==> config.mk <==
export PLATFORM = sky130hd
export DESIGN_NAME = rr_arbiter_hold_flat
export DESIGN_NICKNAME = d
export VERILOG_FILES = /design/src/rtl/rr_arbiter_hold_if.sv /design/src/rtl/rr_arbiter_hold.sv /design/src/flat_wrapper.sv
export SDC_FILE = /design/constraint.sdc
export NUM_CORES = 1
export LEC_CHECK = 0
export CORE_UTILIZATION = 30
export CTS_CLUSTER_SIZE = 25
export DETAILED_ROUTE_END_ITERATION = 16
export PLACE_DENSITY = 0.59
export SLEW_MARGIN = 20
export SYNTH_ARGS = -nofsm -noshare
export SYNTH_HDL_FRONTEND = slang
export SYNTH_SLANG_ARGS = --single-unit
==> constraint.sdc <==
create_clock -name clk -period 3 [get_ports clk]
set_input_delay 0.75 -clock clk [delete_from_list [all_inputs] [get_ports clk]]
set_output_delay 0.75 -clock clk [all_outputs]
set_load 0.005 [all_outputs]
==> src/rtl/rr_arbiter_hold_if.sv <==
// Request/grant bundle between N requesters and the round-robin arbiter.
// The arbiter takes the slave side; the requester side drives go and observes the grant.
interface rr_arbiter_hold_if #(
   parameter int N = 4
);
   localparam int IW = $clog2(N);

   logic [N-1:0]  go;
   logic [N-1:0]  get;
   logic [IW-1:0] get_idx;
   logic          get_vld;

   modport master (output go, input get, input get_idx, input get_vld);
   modport slave  (input go, output get, output get_idx, output get_vld);
endinterface

==> src/rtl/rr_arbiter_hold.sv <==
// N-way round-robin arbiter with burst ownership capped at MAX_HOLD cycles.
// Grant, grant index and valid are all registered; the search is combinational on go.
module rr_arbiter_hold #(
   parameter int N        = 4,
   parameter int MAX_HOLD = 4
) (
   input logic               clk,
   input logic               rst,
   rr_arbiter_hold_if.slave  bus
);
   localparam int IW = $clog2(N);
   localparam int CW = $clog2(MAX_HOLD + 1);
   localparam logic [CW-1:0] CAP = CW'(MAX_HOLD);

   localparam logic [0:0] IDLE  = 1'b0;
   localparam logic [0:0] GRANT = 1'b1;

   logic [0:0]    state, state_nxt;
   logic [IW-1:0] ptr, ptr_nxt;
   logic [CW-1:0] hold_cnt, hold_nxt;
   logic [N-1:0]  get_r, get_nxt;
   logic [IW-1:0] idx_r, idx_nxt;
   logic          vld_r, vld_nxt;
   logic          found;
   logic [IW-1:0] win;
   logic          keep;

   // Scanning from ptr+1 with ptr itself last serves idle arbitration,
   // handover and forced rotation alike, since ptr always names the last owner.
   always_comb begin
      int t;
      t     = 0;
      found = 1'b0;
      win   = '0;
      for (int k = 0; k < N; k++) begin
         t = int'(ptr) + 1 + k;
         if (t >= N) t = t - N;
         if (!found && bus.go[IW'(t)]) begin
            found = 1'b1;
            win   = IW'(t);
         end
      end
   end

   assign keep = (state == GRANT) && bus.go[ptr] && (hold_cnt < CAP);

   // Owner keeps the grant below the cap; otherwise the scan result wins,
   // and with no requests at all we fall back to idle leaving ptr untouched.
   always_comb begin
      state_nxt = state;
      ptr_nxt   = ptr;
      hold_nxt  = hold_cnt;
      get_nxt   = '0;
      idx_nxt   = '0;
      vld_nxt   = 1'b0;
      if (keep) begin
         hold_nxt     = hold_cnt + CW'(1);
         get_nxt[ptr] = 1'b1;
         idx_nxt      = ptr;
         vld_nxt      = 1'b1;
      end else if (found) begin
         state_nxt    = GRANT;
         ptr_nxt      = win;
         hold_nxt     = CW'(1);
         get_nxt[win] = 1'b1;
         idx_nxt      = win;
         vld_nxt      = 1'b1;
      end else begin
         state_nxt = IDLE;
         hold_nxt  = '0;
      end
   end

   // Reset parks ptr on N-1 so the very first search starts at requester 0.
   always_ff @(posedge clk or posedge rst) begin
      if (rst) begin
         state    <= IDLE;
         ptr      <= IW'(N - 1);
         hold_cnt <= '0;
         get_r    <= '0;
         idx_r    <= '0;
         vld_r    <= 1'b0;
      end else begin
         state    <= state_nxt;
         ptr      <= ptr_nxt;
         hold_cnt <= hold_nxt;
         get_r    <= get_nxt;
         idx_r    <= idx_nxt;
         vld_r    <= vld_nxt;
      end
   end

   assign bus.get     = get_r;
   assign bus.get_idx = idx_r;
   assign bus.get_vld = vld_r;
endmodule

==> src/flat_wrapper.sv <==
// flat-port wrapper written by rule: the top's interface ports become plain ports
module rr_arbiter_hold_flat 
#(
   parameter int N        = 4,
   parameter int MAX_HOLD = 4
)
  (clk, rst, bus_go, bus_get, bus_get_idx, bus_get_vld);
  rr_arbiter_hold_if #(.N(N)) bus_i ();
  input logic clk;
  input logic rst;
  input wire logic [$bits(bus_i.go)-1:0] bus_go;
  output wire logic [$bits(bus_i.get)-1:0] bus_get;
  output wire logic [$bits(bus_i.get_idx)-1:0] bus_get_idx;
  output wire logic [$bits(bus_i.get_vld)-1:0] bus_get_vld;
  assign bus_i.go = bus_go;
  assign bus_get = bus_i.get;
  assign bus_get_idx = bus_i.get_idx;
  assign bus_get_vld = bus_i.get_vld;
  rr_arbiter_hold #(.N(N), .MAX_HOLD(MAX_HOLD)) u_core (.clk(clk), .rst(rst), .bus(bus_i));
endmodule
== Word-level counts from Yosys, hierarchy flattened ==
Index checks and enable logic that the tools add are counted.
W data, S select, Z words.

* Logic and storage cells: 78
* Flip-flop bits (word level): 13
* Bits of input ports: 6
* Output and inout port bits: 7

* Muxes and demuxes: 38
* Add/subtract/negate cells: 9
* Order comparisons: 13
* Reduce and logical (&&, ||, !) cells: 11
* Bitwise logic cells: 1

{| class="wikitable"
|+ Operators with widths
! operator !! number
|-
| $ge A32 B4 Y1 const B || 3
|-
| $mux W2 || 10
|-
| $mux W1 || 18
|-
| $lt A2 B4 Y1 const B || 4
|-
| $bmux W1 S2 || 5
|-
| $add A3 B2 Y4 const B || 2
|-
| $mux W4 || 2
|-
| $sub A2 B1 Y2 const B || 4
|-
| $logic_and A1 B1 Y1 || 7
|-
| $lt A2 B3 Y1 const B || 2
|-
| $add A3 B1 Y4 const B || 1
|-
| $demux W1 S2 || 2
|-
| $ge A2 B1 Y1 const B || 2
|-
| $add A2 B1 Y3 const B || 1
|-
| $add A3 B1 Y3 const B || 1
|-
| $ge A3 B3 Y1 const B || 1
|-
| $logic_not A1 Y1 || 3
|-
| $lt A3 B3 Y1 const B || 1
|-
| $mux W3 || 1
|-
| $reduce_and A2 Y1 || 1
|-
| $not A1 Y1 || 1
|}

== Logic depth before layout (Yosys ltp) ==
* Word-level depth: 22
* Gate-level depth with buffers: 7
* Gate-level depth less buffers: 6

== Least setup slack after synthesis ==
No wires, ideal clock.

* Path kind: flip-flop to flip-flop
* Start: register u_core.ptr[0]
* End: register u_core.get_r[1] (netlist: u_core.bus.get[1])
* Stages on the path, launching flop included: 8
* Arrival: 1.756 ns
* Path slack: 1.149 ns
* Required time: 2.905 ns
* Setup time: 0.095 ns
* Buffers on the path: 1
* Clock period less this slack: 1.851 ns
* Cells stage by stage: dfstp_2 buf_6 inv_2 ha_1 nor2b_1 a211oi_1 or3_1 o31ai_1

* Longest elaborated chain between the ends: 22
* Elaborated cells on any way between the ends: 58
* Classes of those cells: add/sub: 8; order compare: 8; mux: 32; reduce/logical: 10

{| class="wikitable"
|+ Ends and longest elaborated chain
! element !! RTL line !! text
|-
| start: declaration || rr_arbiter_hold.sv:19 || <nowiki>logic [IW-1:0] ptr, ptr_nxt;</nowiki>
|-
| start signal: assignment || rr_arbiter_hold.sv:78 || <nowiki>ptr <= IW'(N - 1);</nowiki>
|-
| start signal: assignment || rr_arbiter_hold.sv:85 || <nowiki>ptr <= ptr_nxt;</nowiki>
|-
| parallel branches: the longest is 21 deep, another holds $ge A32 B4 Y1 || - ||
|-
| $mux W4 (*) || rr_arbiter_hold.sv:56 || <nowiki>if (keep) begin</nowiki>
|-
| via u_core.get_nxt[1] || rr_arbiter_hold.sv:21 || <nowiki>logic [N-1:0] get_r, get_nxt;</nowiki>
|-
| end signal: assignment || rr_arbiter_hold.sv:87 || <nowiki>get_r <= get_nxt;</nowiki>
|-
| end: declaration || rr_arbiter_hold.sv:21 ||
|}

Mark *: on every way through the listed nets, which the timed path passes. The select of a mux whose other input is x is not followed.
A chain may end at the register's enable or synchronous reset.

== Final worst setup path ==
* Start: input bus_go[0]
* End: register u_core.idx_r[1] (netlist: u_core.bus.get_idx[1])

* Longest elaborated chain between the ends: 15
* Elaborated cells on any way between the ends: 32
* Classes of those cells: mux: 24; reduce/logical: 8

{| class="wikitable"
|+ Ends and longest elaborated chain
! element !! RTL line !! text
|-
| start: declaration || flat_wrapper.sv:11 || <nowiki>input wire logic [$bits(bus_i.go)-1:0] bus_go;</nowiki>
|-
| $bmux W1 S2 || rr_arbiter_hold.sv:38 || <nowiki>if (!found && bus.go[IW'(t)]) begin</nowiki>
|-
| $mux W1 (implied by the code) (2 in series) || rr_arbiter_hold.sv:38 ||
|-
| $mux W1 || rr_arbiter_hold.sv:38 ||
|-
| $logic_not A1 Y1 || rr_arbiter_hold.sv:38 ||
|-
| $logic_and A1 B1 Y1 || rr_arbiter_hold.sv:38 ||
|-
| $mux W1 || rr_arbiter_hold.sv:38 ||
|-
| $logic_not A1 Y1 || rr_arbiter_hold.sv:38 ||
|-
| $logic_and A1 B1 Y1 || rr_arbiter_hold.sv:38 ||
|-
| $mux W1 || rr_arbiter_hold.sv:38 ||
|-
| $logic_not A1 Y1 || rr_arbiter_hold.sv:38 ||
|-
| $logic_and A1 B1 Y1 || rr_arbiter_hold.sv:38 ||
|-
| $mux W2 / $mux W1 (equally long branches) || rr_arbiter_hold.sv:38 ||
|-
| $mux W2 || rr_arbiter_hold.sv:61 || <nowiki>end else if (found) begin</nowiki>
|-
| $mux W2 (*) || rr_arbiter_hold.sv:56 ||
|-
| via u_core.idx_nxt[1] || rr_arbiter_hold.sv:22 || <nowiki>logic [IW-1:0] idx_r, idx_nxt;</nowiki>
|-
| end signal: assignment || rr_arbiter_hold.sv:88 || <nowiki>idx_r <= idx_nxt;</nowiki>
|-
| end: declaration || rr_arbiter_hold.sv:22 ||
|}

The timed path passes the listed nets; every way through them passes the cells marked *. The select of a mux whose other input is x is not followed.

==> impl_metrics.json <==
{
  "final_area_um2": 841,
  "yosysUniqueCellTypes": 25,
  "ys_seq_elements": 13,
  "synthMuxAreaShare_pct": 4.40,
  "synth_top_area_share_pct": 40.3,
  "drc_errors": 0,
  "p_total_mw": 0.839,
  "cts_buffer_depth": 2,
  "critPathTopFamily": "buffers and inverters",
  "post-route-min-period_ns": 2.07,
  "p_switching_mw": 0.329,
  "synth_compound_area_share_pct": 17.8,
  "clock_skew_ns": 0.00492,
  "syn_to_final_growth_pct": 23.1,
  "dp_slack_ns": 0.659,
  "die_area_mm2": 0.00247,
  "vdd_drop_max_mv": 0.493,
  "vias_per_cell": 4.68,
  "row_count": 16,
  "fp.coreArea_mm2": 0.00204,
  "max_cap_violations": 0,
  "p_per_area_mw_per_mm2": 998,
  "setup_viol": 0,
  "yosysWarnings": 0,
  "route.vias.total": 496,
  "antenna_found_initial": 0,
  "finalHoldViolCount": 0,
  "grt_pass1_wl_um": 2180,
  "drt_iter0_drc": 10,
  "first_pass_iters": 3,
  "path_clk_slew_ns": 0.08,
  "arrival_ns": 2.27,
  "cts_resized": 0,
  "syn_inst": 65,
  "final_cell_count_no_fill": 106,
  "ant_nets": 0,
  "critPathBufInv": 1,
  "wl_um": 1280,
  "yosysMostFrequentCell": "dfrtp_1",
  "drive_gt1_share_pct": 15.2,
  "post_dp_cell_area_um2": 815,
  "power.share.clock_pct": 12.8,
  "share_seq_of_total_power_pct": 35.9,
  "synth_area_leader_cell": "dfrtp_1",
  "power.leakage_nw": 0.374,
  "cp_max_fo": 9,
  "insertion_delay_ns": 0.28,
  "fillers": 222,
  "hp-class": "reg2reg",
  "rsz0062_at_grt": "no",
  "port_buffers": 12,
  "status": "finished clean",
  "synthSimpleGateAreaFrac_pct": 13.6,
  "critPathLaunchType": "primary input",
  "cp_common_cell": "mux2i_1",
  "chipHeight_um": 49.7,
  "cts_root_buf": "clkbuf_4",
  "period_share_pct": 68.9,
  "avgSynthCellArea_um2": 10.5,
  "setup_ws_ns": 0.934,
  "synthAdderAreaFrac_pct": 9.16,
  "synth_xor_area_share_pct": 0,
  "switching_share_pct": 39.3,
  "p_int_mw": 0.509,
  "start_util_pct": 33.5,
  "antenna_cells": 0,
  "cts_sinks": 13,
  "async_reset_ff_share_pct": 100,
  "cts_setup_buffers": 0,
  "wire_per_inst_um": 12.1,
  "critical-path-max-stage-delay_ns": 0.57,
  "end_kind": "register",
  "critPathSlowestCell": "clkdlybuf4s50_1",
  "nets": 91,
  "grt_pass1_vias": 460,
  "ys.flop_type": "dfrtp_1",
  "ys_seq_area_share_pct": 48.0,
  "synth_nets": 76,
  "dp_cells": 102,
  "critPathKind": "in2reg",
  "ios": 13,
  "pwr-share-comb_pct": 51.3,
  "cts_hold_buffers": 0,
  "track_usage_pct": 12.4,
  "grt_max_degree": 14,
  "synth_top_family_by_area": "compound AO/OA/AOI/OAI gates",
  "max_freq_mhz": 484,
  "drv_slew": 0,
  "slew_headroom_pct": 59.9,
  "tightest_slew_ns": 0.595,
  "fp.dieW_um": 49.7,
  "ys_top_cells_by_area": "dfrtp_1, ha_1, dfstp_2",
  "cts_tree": "done",
  "synthesis.area_um2": 683,
  "synth_common_cells": "dfrtp_1, a21oi_1",
  "crit_chain": "clkdlybuf4s50_1 -> mux2i_1 -> a21oi_2 -> and2_4 -> mux2i_1",
  "htreeDepth": 1,
  "synth_edf_count": 0,
  "setup_tns_ns": 0,
  "dp_hpwl_um": 909,
  "cts_inserted_buffers": 3,
  "gp_congestion": 0.793,
  "required_ns": 3.20,
  "grt_overflow": 0
}
==> sequential cells by signal (all words and copies together), names as in the netlist <==
signal              flops
u_core.bus.get          4
u_core.hold_cnt         3
u_core.bus.get_idx      2
u_core.ptr              2
u_core.bus.get_vld      1
u_core.state            1
==> stage by stage <==
stage	hold WS (ns)	util, %
final	0.469	41.2
after global routing	0.515	41.2
after CTS	0.471	41.2
after detailed placement	0.457	39.9
after global placement	0.469	39.9
after floorplan	0.426	-
==> cell usage in the layout, fill, tap and decap left out <==
cell,netlist,final
o21ai_0,1,1
o31ai_1,5,5
inv_2,2,2
or2b_2,1,1
ha_1,5,5
dfstp_2,2,2
nand2_1,3,3
and2_4,1,1
nand3_1,5,5
a21oi_1,6,6
clkbuf_1,0,1
o211ai_2,1,1
clkbuf_4,0,3
o22ai_1,1,1
and3_1,2,2
nor2b_1,1,1
nor2_1,2,2
inv_1,5,5
clkdlybuf4s50_1,0,12
mux2i_1,3,3
dfrtp_1,11,11
a21o_2,1,1
a21oi_2,1,1
nor4_1,1,1
o21ai_1,1,1
or3_1,1,1
a211oi_1,1,1
==> cells by family (layout without fill, tap and decap cells) <==
group	Yosys count	after routing
buf+inv	9	23
flops	13	13
compound gates	18	18
mux	3	3
simple gates	17	17
fa+ha+maj	5	5
==> routing by layer <==
layer | wire (µm) | share of wire, % | GRT usage, %
met1 | 652 | 51 | 15.7
met2 | 543 | 42 | 17.8
met3 | 69 | 5.4 | 5.56
met4 | 14 | 1.1 | 5.71
met5 | 0 | 0 | 0
==> power by group through the flow <==
stage | Combinational, mW | Sequential [mW] | Clock (mW)
final | 0.430 | 0.301 | 0.107
after global routing | 0.480 | 0.311 | 0.123
after CTS | 0.431 | 0.301 | 0.112
after detailed placement | 0.431 | 0.304 | 0
after global placement | 0.429 | 0.304 | 0
after floorplan | 0.334 | 0.288 | 0
==> path summary, 6_finish.rpt <==
path / start / to / cells after the start / slack [ns]
min in group asynchronous: rst / u_core.hold_cnt[0]$_DFF_PP0_ / 2 / 0.79
min reg2reg: u_core.hold_cnt[0]$_DFF_PP0_ / u_core.hold_cnt[0]$_DFF_PP0_ / 1 / 0.47
max: bus_go[0] / u_core.bus.get_idx[1]$_DFF_PP0_ / 5 / 0.93
max in group asynchronous: rst / u_core.ptr[1]$_DFFE_PP1P_ / 2 / 1.86
max reg2reg: u_core.ptr[0]$_DFFE_PP1P_ / u_core.bus.get[1]$_DFF_PP0_ / 6 / 0.94
min: u_core.hold_cnt[0]$_DFF_PP0_ / u_core.hold_cnt[0]$_DFF_PP0_ / 1 / 0.47
==> final cells by class <==
| cell class | instances | area (µm²) | area share [%] |
|---|---|---|---|
| Inverter | 7 | 26.3 | 3.13 |
| Sequential cell | 13 | 328 | 39.0 |
| Multi-Input combinational cell | 43 | 307 | 36.5 |
| Clock buffer | 4 | 26.3 | 3.13 |
| Tap cell | 27 | 33.8 | 4.02 |
| Timing Repair Buffer | 12 | 120 | 14.3 |
No activity file was read; power rests on OpenSTA's default activity.
